**src/rtl/johnson_seq_ctrl.sv**
```systemverilog
// Command-driven sequencer for a WIDTH-stage Johnson counter.
// It supports single steps, counted runs of whole rotations, and a free run that continues until stopped.
module johnson_seq_ctrl #(
  parameter int WIDTH = 4,
  parameter int CNT_W = 8
) (
  input  logic             clk,
  input  logic             rst,
  input  logic             cmd_valid,
  output logic             cmd_ready,
  input  logic [1:0]       cmd_op,
  input  logic             cmd_dir,
  input  logic [CNT_W-1:0] cmd_cycles,
  input  logic             hold,
  output logic [WIDTH-1:0] out,
  output logic             busy,
  output logic             wrap,
  output logic             done,
  output logic             cmd_err
);

  localparam logic [1:0] OP_RUN  = 2'b00;
  localparam logic [1:0] OP_FREE = 2'b01;
  localparam logic [1:0] OP_STOP = 2'b10;
  localparam logic [1:0] OP_STEP = 2'b11;

  localparam logic [CNT_W-1:0] ONE = {{(CNT_W-1){1'b0}}, 1'b1};

  typedef enum logic [1:0] {
    IDLE    = 2'b00,
    COUNTED = 2'b01,
    FREE    = 2'b10
  } state_t;

  state_t           state_q, state_d;
  logic             dir_q, dir_d;
  logic [CNT_W-1:0] remain_q, remain_d;
  logic [WIDTH-1:0] out_q, out_d;
  logic             wrap_d, done_d, err_d;
  logic             adv;
  logic             adv_dir;
  logic [WIDTH-1:0] adv_val;

  always_ff @(posedge clk or negedge rst) begin
    if (!rst) begin
      state_q  <= IDLE;
      dir_q    <= 1'b0;
      remain_q <= '0;
      out_q    <= '0;
      wrap     <= 1'b0;
      done     <= 1'b0;
      cmd_err  <= 1'b0;
    end else begin
      state_q  <= state_d;
      dir_q    <= dir_d;
      remain_q <= remain_d;
      out_q    <= out_d;
      wrap     <= wrap_d;
      done     <= done_d;
      cmd_err  <= err_d;
    end
  end

  // Forward shifts toward bit 0 and feeds ~out[0] into the MSB. Reverse is the mirror image.
  always_comb begin
    if (adv_dir)
      adv_val = {out_q[WIDTH-2:0], ~out_q[WIDTH-1]};
    else
      adv_val = {~out_q[0], out_q[WIDTH-1:1]};
  end

  always_comb begin
    state_d  = state_q;
    dir_d    = dir_q;
    remain_d = remain_q;
    out_d    = out_q;
    wrap_d   = 1'b0;
    done_d   = 1'b0;
    err_d    = 1'b0;
    adv      = 1'b0;
    adv_dir  = dir_q;

    case (state_q)
      IDLE: begin
        if (cmd_valid) begin
          case (cmd_op)
            OP_RUN: begin
              if (cmd_cycles == '0) begin
                done_d = 1'b1;
              end else begin
                state_d  = COUNTED;
                remain_d = cmd_cycles;
                dir_d    = cmd_dir;
              end
            end
            OP_FREE: begin
              state_d = FREE;
              dir_d   = cmd_dir;
            end
            OP_STEP: begin
              dir_d   = cmd_dir;
              adv_dir = cmd_dir;
              adv     = ~hold;
            end
            default: ;
          endcase
        end
      end
      COUNTED, FREE: begin
        // A STOP takes priority over any advance on the same edge, including the final wrap.
        if (cmd_valid && cmd_op == OP_STOP) begin
          state_d = IDLE;
          done_d  = 1'b1;
        end else begin
          err_d = cmd_valid;
          adv   = ~hold;
        end
      end
      default: state_d = IDLE;
    endcase

    if (adv) begin
      out_d = adv_val;
      if (adv_val == '0) begin
        wrap_d = 1'b1;
        if (state_q == COUNTED) begin
          remain_d = remain_q - ONE;
          if (remain_q == ONE) begin
            state_d = IDLE;
            done_d  = 1'b1;
          end
        end
      end
    end
  end

  always_comb begin
    cmd_ready = 1'b1;
    busy      = (state_q != IDLE);
    out       = out_q;
  end

endmodule

```
**config.mk**
```make
export PLATFORM = sky130hd
export DESIGN_NAME = johnson_seq_ctrl
export DESIGN_NICKNAME = d
export VERILOG_FILES = /design/src/rtl/johnson_seq_ctrl.sv
export SDC_FILE = /design/constraint.sdc
export NUM_CORES = 1
export LEC_CHECK = 0
export ABC_AREA = 1
export BUFFER_PORTS_ARGS = -buffer_cell sky130_fd_sc_hd__buf_2
export CAP_MARGIN = 20
export CORE_ASPECT_RATIO = 0.8
export CORE_UTILIZATION = 55
export DETAILED_ROUTE_END_ITERATION = 7
export PLACE_DENSITY = 0.8
export SLEW_MARGIN = 15
export SYNTH_ARGS = -nofsm -noshare
export SYNTH_HDL_FRONTEND = slang
export SYNTH_SLANG_ARGS = --single-unit
```
**constraint.sdc**
```tcl
create_clock -name clk -period 2.1 [get_ports clk]
set_clock_uncertainty 0.2 [all_clocks]
set_input_delay 0.105 -clock clk [delete_from_list [all_inputs] [get_ports clk]]
set_output_delay 0.105 -clock clk [all_outputs]
set_load 0.01 [all_outputs]
```
== Word-level counts from Yosys, hierarchy flattened ==
Index checks and enable logic that the tools add are counted.

* Register bits: 18
* Input port bits: 15
* Word-level logic and storage cells: 67

* Add/sub/neg operators: 1
* Eq/ne operators: 7
* Mux-type cells: 39
* Bitwise operators: 3
* Reductions and logical operators: 10

{| class="wikitable"
|+ Operators with widths
! kind !! number
|-
| $mux 8 || 7
|-
| $mux 1 || 19
|-
| $mux 2 || 7
|-
| $eq 8x1->1 const B || 1
|-
| $logic_not 8->1 || 1
|-
| $pmux 2 s2 || 2
|-
| $sub 8x1->8 const B || 1
|-
| $eq 2x2->1 const B || 3
|-
| $pmux 1 s2 || 3
|-
| $eq 2x1->1 const B || 2
|-
| $logic_not 2->1 || 2
|-
| $logic_not 4->1 || 1
|-
| $mux 4 || 1
|-
| $reduce_and 4->1 || 1
|-
| $reduce_bool 2->1 || 2
|-
| $reduce_or 2->1 || 2
|-
| $not 1->1 || 3
|-
| $ne 2x2->1 const B || 1
|-
| $logic_and 1x1->1 || 1
|}

== Logic depth before layout (Yosys ltp) ==
* Word-level depth: 9
* Mapped depth: 13
* Depth with buffers taken out: 13

== Least setup slack after synthesis ==
Ideal clock, no wire load.

* Path type: flip-flop to flip-flop
* From: reg state_q[0]
* To: reg remain_q[2]
* Setup time: 0.117 ns
* Arrival: 1.516 ns
* Data required time: 1.783 ns
* Setup slack: 0.267 ns
* Cell stages (with the launch flop): 13
* Cells stage by stage: dfrtp_1 -> inv_1 -> ha_1 -> nand2_2 -> nor2_2 -> nand2_1 -> nand3_2 -> nand2_2 -> nand2_2 -> nor2_8 -> nand3_2 -> nand2_1 -> nand2_1

* Cells in the longest elaborated chain, start to end: 6
* Elaborated cells between the ends (all ways): 12
* Classes of those cells: eq/ne (2); mux (7); reduce/logical (3)

{| class="wikitable"
|+ RTL lines
! what !! RTL line !! source
|-
| start, declared || 35 || <nowiki>state_t state_q, state_d;</nowiki>
|-
| start signal, assigned || 54 || <nowiki>state_q <= state_d;</nowiki>
|-
| $logic_not 2->1 || 83 || <nowiki>case (state_q)</nowiki>
|-
| $mux 1 || 83 ||
|-
| $mux 4 || 66 || <nowiki>if (adv_dir)</nowiki>
|-
| $logic_not 4->1 || 124 || <nowiki>if (adv_val == '0) begin</nowiki>
|-
| $mux 8 || 124 ||
|-
| $mux 8 * || 122 || <nowiki>if (adv) begin</nowiki>
|-
| named net remain_d[2] || 37 || <nowiki>logic [CNT_W-1:0] remain_q, remain_d;</nowiki>
|-
| end signal, assigned || 56 || <nowiki>remain_q <= remain_d;</nowiki>
|-
| end, declared || 37 ||
|}

Mark *: on every way through the listed nets, which the timed path passes. The rest lies on a longest branch.
A chain may end at the register's enable or synchronous reset.

== Worst setup path after layout ==
* From: reg state_q[0]
* To: reg remain_q[4]

Same word-level chain as after synthesis.

==> out/qor.csv <==
stage;metric;value;unit
grt;grt_max_degree;19;
layout;final_common_cell;nand2_1;
power_and_ir_drop;p_per_area;1260;nW/um^2
timing;drv_slew;0;
timing;max_freq;0.493;GHz
timing;finalSetupViolCount;0;
synthesis;yosys_warnings;0;
power_and_ir_drop;peakVddDrop;0.000717;V
placed_design;dpl.cell_count;227;
cts;cts.sinks;18;
floorplanning;die_w;57.5;microns
grt;grt_pass1_wl;5680;microns
floorplanning;coreArea;2230;sq um
floorplanning;die_y;46.4;microns
worst_hold_path;min_path_type;primary input to flip-flop;
floorplanning;io_pins;24;
power_and_ir_drop;p_int;1.11;mW
synthesis;synth_area;1360;sq um
routing;num_vias;1382;
worst_setup_path;crit_path_start_kind;flip-flop;
layout;stdcell_area;1750;sq um
cts;clk_path_buf_depth;2;
routing;first_pass_iters;8;
routing;final_antenna_net_count;0;
power_and_ir_drop;p_comb_share;61.8;%
worst_setup_path;rr_worst_depth;13;
routing;drc;2;
grt;gr-total-overflow;0;
placed_design;finalWeightedCongestion;0.927;
worst_setup_path;cp.required;2.12;ns
cts;cts_root_buf;clkbuf_4;
cts;clk_pin_slew;0.12;ns
layout;diodes;0;
layout;finalNonFillerCells;249;
timing;fin_ws;0.0725;ns
synthesis;syn-num-nets;200;
flow_run;cap_viol_max_count;0;
power_and_ir_drop;p_seq_share;27.7;%
placed_design;dp_worst_setup_slack;0.0352;ns
layout;drive_above_1_share;30.8;%
placed_design;dpl_cell_area;1500;sq um
timing;fin_crit;2.03;ns
cts;cts_buffers;3;
worst_setup_path;worstSetupEndpointType;flip-flop;
routing;wirelength;3550;microns
outcome;violations;DRC;
placed_design;io_buffers;22;
grt;grt_pass1_vias;1292;
routing;drt-initial-drc-count;59;
synthesis;synth_seq_area_share;33.2;%
worst_setup_path;r2r_end;remain_q[4]$_DFF_PN0_;
worst_setup_path;path_class;flip-flop to flip-flop;
grt;antenna_found_initial;0;
synthesis;netlist-cell-type-count;30;
placed_design;dp_hpwl;2520;microns
synthesis;syn-instance-count;180;
cts;cts_tree;yes;
cts;clkLatencyLatePin;0.32;ns
worst_setup_path;arrival;2.05;ns
power_and_ir_drop;clkPwrFrac;10.5;%
synthesis;ys_ff_latch;18;
floorplanning;start_util;60.7;%
grt;grt_usage;28.8;%
power_and_ir_drop;leakage;0.945;nW
timing;final_hold_viol_count;0;
worst_setup_path;r2r_slack;0.07;ns
power_and_ir_drop;switching_share;49.2;%
worst_setup_path;path_max_fanout;4;
power_and_ir_drop;p_switching;1.08;mW
layout;layout_common_cells;34 x nand2_1, 29 x inv_1, 22 x buf_2, 18 x dfrtp_1, 13 x dlygate4sd3_1;
timing;post-route-period-util;96.5;%
floorplanning;rows;15;
routing;vias_per_cell;5.55;
worst_setup_path;critPathLaunch;state_q[0]$_DFF_PN0_;
worst_setup_path;cp-endpoint;remain_q[4]$_DFF_PN0_;
outcome;status;finished with violations;
layout;layout.nets;245;
synthesis;syn_area_per_cell;7.54;sq um
worst_setup_path;r2r-start;state_q[0]$_DFF_PN0_;
floorplanning;dieArea;2670;sq um
cts;htreeDepth;1;
routing;wl_per_cell;14.3;microns
layout;syn2layout_area_growth;28.8;%
layout;final_core_util;78.2;%
==> synthesized netlist by cell type <==
| master | count | area share, % |
|---|---|---|
| nand2_1 | 36 | 10 |
| inv_1 | 31 | 8.6 |
| dfrtp_1 | 18 | 33 |
| nand4_1 | 11 | 5.1 |
| nor2_1 | 11 | 3.0 |
| nand2_2 | 9 | 4.2 |
| nand3_2 | 8 | 5.9 |
| o22ai_1 | 8 | 3.7 |
| nand3_1 | 7 | 2.6 |
| ha_1 | 5 | 4.6 |
| xor2_1 | 5 | 3.2 |
| a21oi_1 | 4 | 1.5 |
| o21ai_0 | 4 | 1.5 |
| nand2_4 | 3 | 2.5 |
| a31oi_1 | 2 | 0.92 |
| inv_2 | 2 | 0.55 |
| nor2_2 | 2 | 0.92 |
| nor3_1 | 2 | 0.74 |
| a21oi_4 | 1 | 1.2 |
| and2_1 | 1 | 0.46 |
| and3_1 | 1 | 0.46 |
| buf_2 | 1 | 0.37 |
| buf_4 | 1 | 0.55 |
| clkinv_2 | 1 | 0.37 |
| conb_1 | 1 | 0.28 |
| nor2_4 | 1 | 0.83 |
| nor2_8 | 1 | 1.5 |
| nor3b_1 | 1 | 0.55 |
| o21ai_1 | 1 | 0.37 |
| or2_2 | 1 | 0.46 |
==> how the worst min path moves through the flow <==
stage	startpoint	end	slack, ns	cells past startpoint
final	cmd_op[1]	done$_DFF_PN0_	0.03	4
after global routing	cmd_op[1]	done$_DFF_PN0_	0.05	4
after CTS	cmd_op[1]	done$_DFF_PN0_	0.04	4
after detailed placement	rst	dir_q$_DFFE_PN0P_	-0.14	1
after global placement	rst	out[3]$_DFFE_PN0P_	-0.15	1
after floorplan	rst	cmd_err$_DFF_PN0_	-0.39	0
==> critical path, stage by stage (launching register included) <==
cell	delay, ns
dfrtp_1	0.43
inv_2	0.10
ha_4	0.16
nand2_2	0.10
inv_4	0.09
nand2_4	0.07
nand2_4	0.08
nand3_1	0.10
nand2_2	0.11
nand2_2	0.07
nor2_4	0.20
nand3_4	0.11
nand2_1	0.07
nand2_1	0.05
==> cell type report <==
class                           instances  area (sq um)
Multi-Input combinational cell        126           802
Tap cell                               25          31.3
Clock buffer                            4          36.3
Inverter                               34           130
Timing Repair Buffer                   42           297
Sequential cell                        18           450
Fill cell                             158           487
==> power by group through the flow <==
stage / sequential, mW / combinational [mW] / clock, mW
finish: 0.607 / 1.35 / 0.231
global route: 0.626 / 1.50 / 0.238
CTS: 0.602 / 1.26 / 0.231
detailed placement: 0.608 / 1.20 / 0
global placement: 0.603 / 1.15 / 0
floorplan: 0.604 / 0.906 / 0
==> stage by stage <==
| stage | hold slack [ns] | setup TNS [ns] | power, mW |
|---|---|---|---|
| final | 0.0343 | 0 | 2.19 |
| after global routing | 0.0451 | -0.120 | 2.36 |
| after detailed placement | -0.142 | 0 | 1.81 |
| after global placement | -0.147 | 0 | 1.76 |
| after floorplan | -0.391 | 0 | 1.51 |
| after CTS | 0.0390 | 0 | 2.09 |
==> flip-flops by register name, summed over array words and instances, names as in the netlist <==
name,flops
remain_q,8
dir_q,1
out,4
state_q,2
cmd_err,1
done,1
wrap,1
==> metal layers <==
| layer | wire [microns] | part of all wire, % | global-route usage [%] | vias up |
|---|---|---|---|---|
| li1 | - | - | - | 671 |
| met1 | 1610 | 45 | 34.6 | 659 |
| met2 | 1730 | 49 | 52.8 | 44 |
| met3 | 155 | 4.4 | 5.62 | 8 |
| met4 | 59 | 1.7 | 9.27 | 0 |
| met5 | 0 | 0 | 0 | - |
==> kinds of logic (layout without fill, tap and decap cells) <==
family | Yosys count | count (layout) | synth area share (%)
compound gates | 20 | 20 | 9.13
buf+inv | 36 | 80 | 10.4
fa+ha+maj | 5 | 5 | 4.61
simple gates | 95 | 95 | 39.1
flops | 18 | 18 | 33.2
other cells | 1 | 1 | 0.276
xor+xnor | 5 | 5 | 3.23
==> what timing repair did <==
item                       in CTS  in global routing
setup buffers                   1                  4
hold endpoints to repair       28                  0
hold buffers                   13                  0
pin swaps                       1                  5
setup endpoints to repair       4                 11
resized for setup               0                 12
Note: power is estimated with default switching activity, not from simulation.
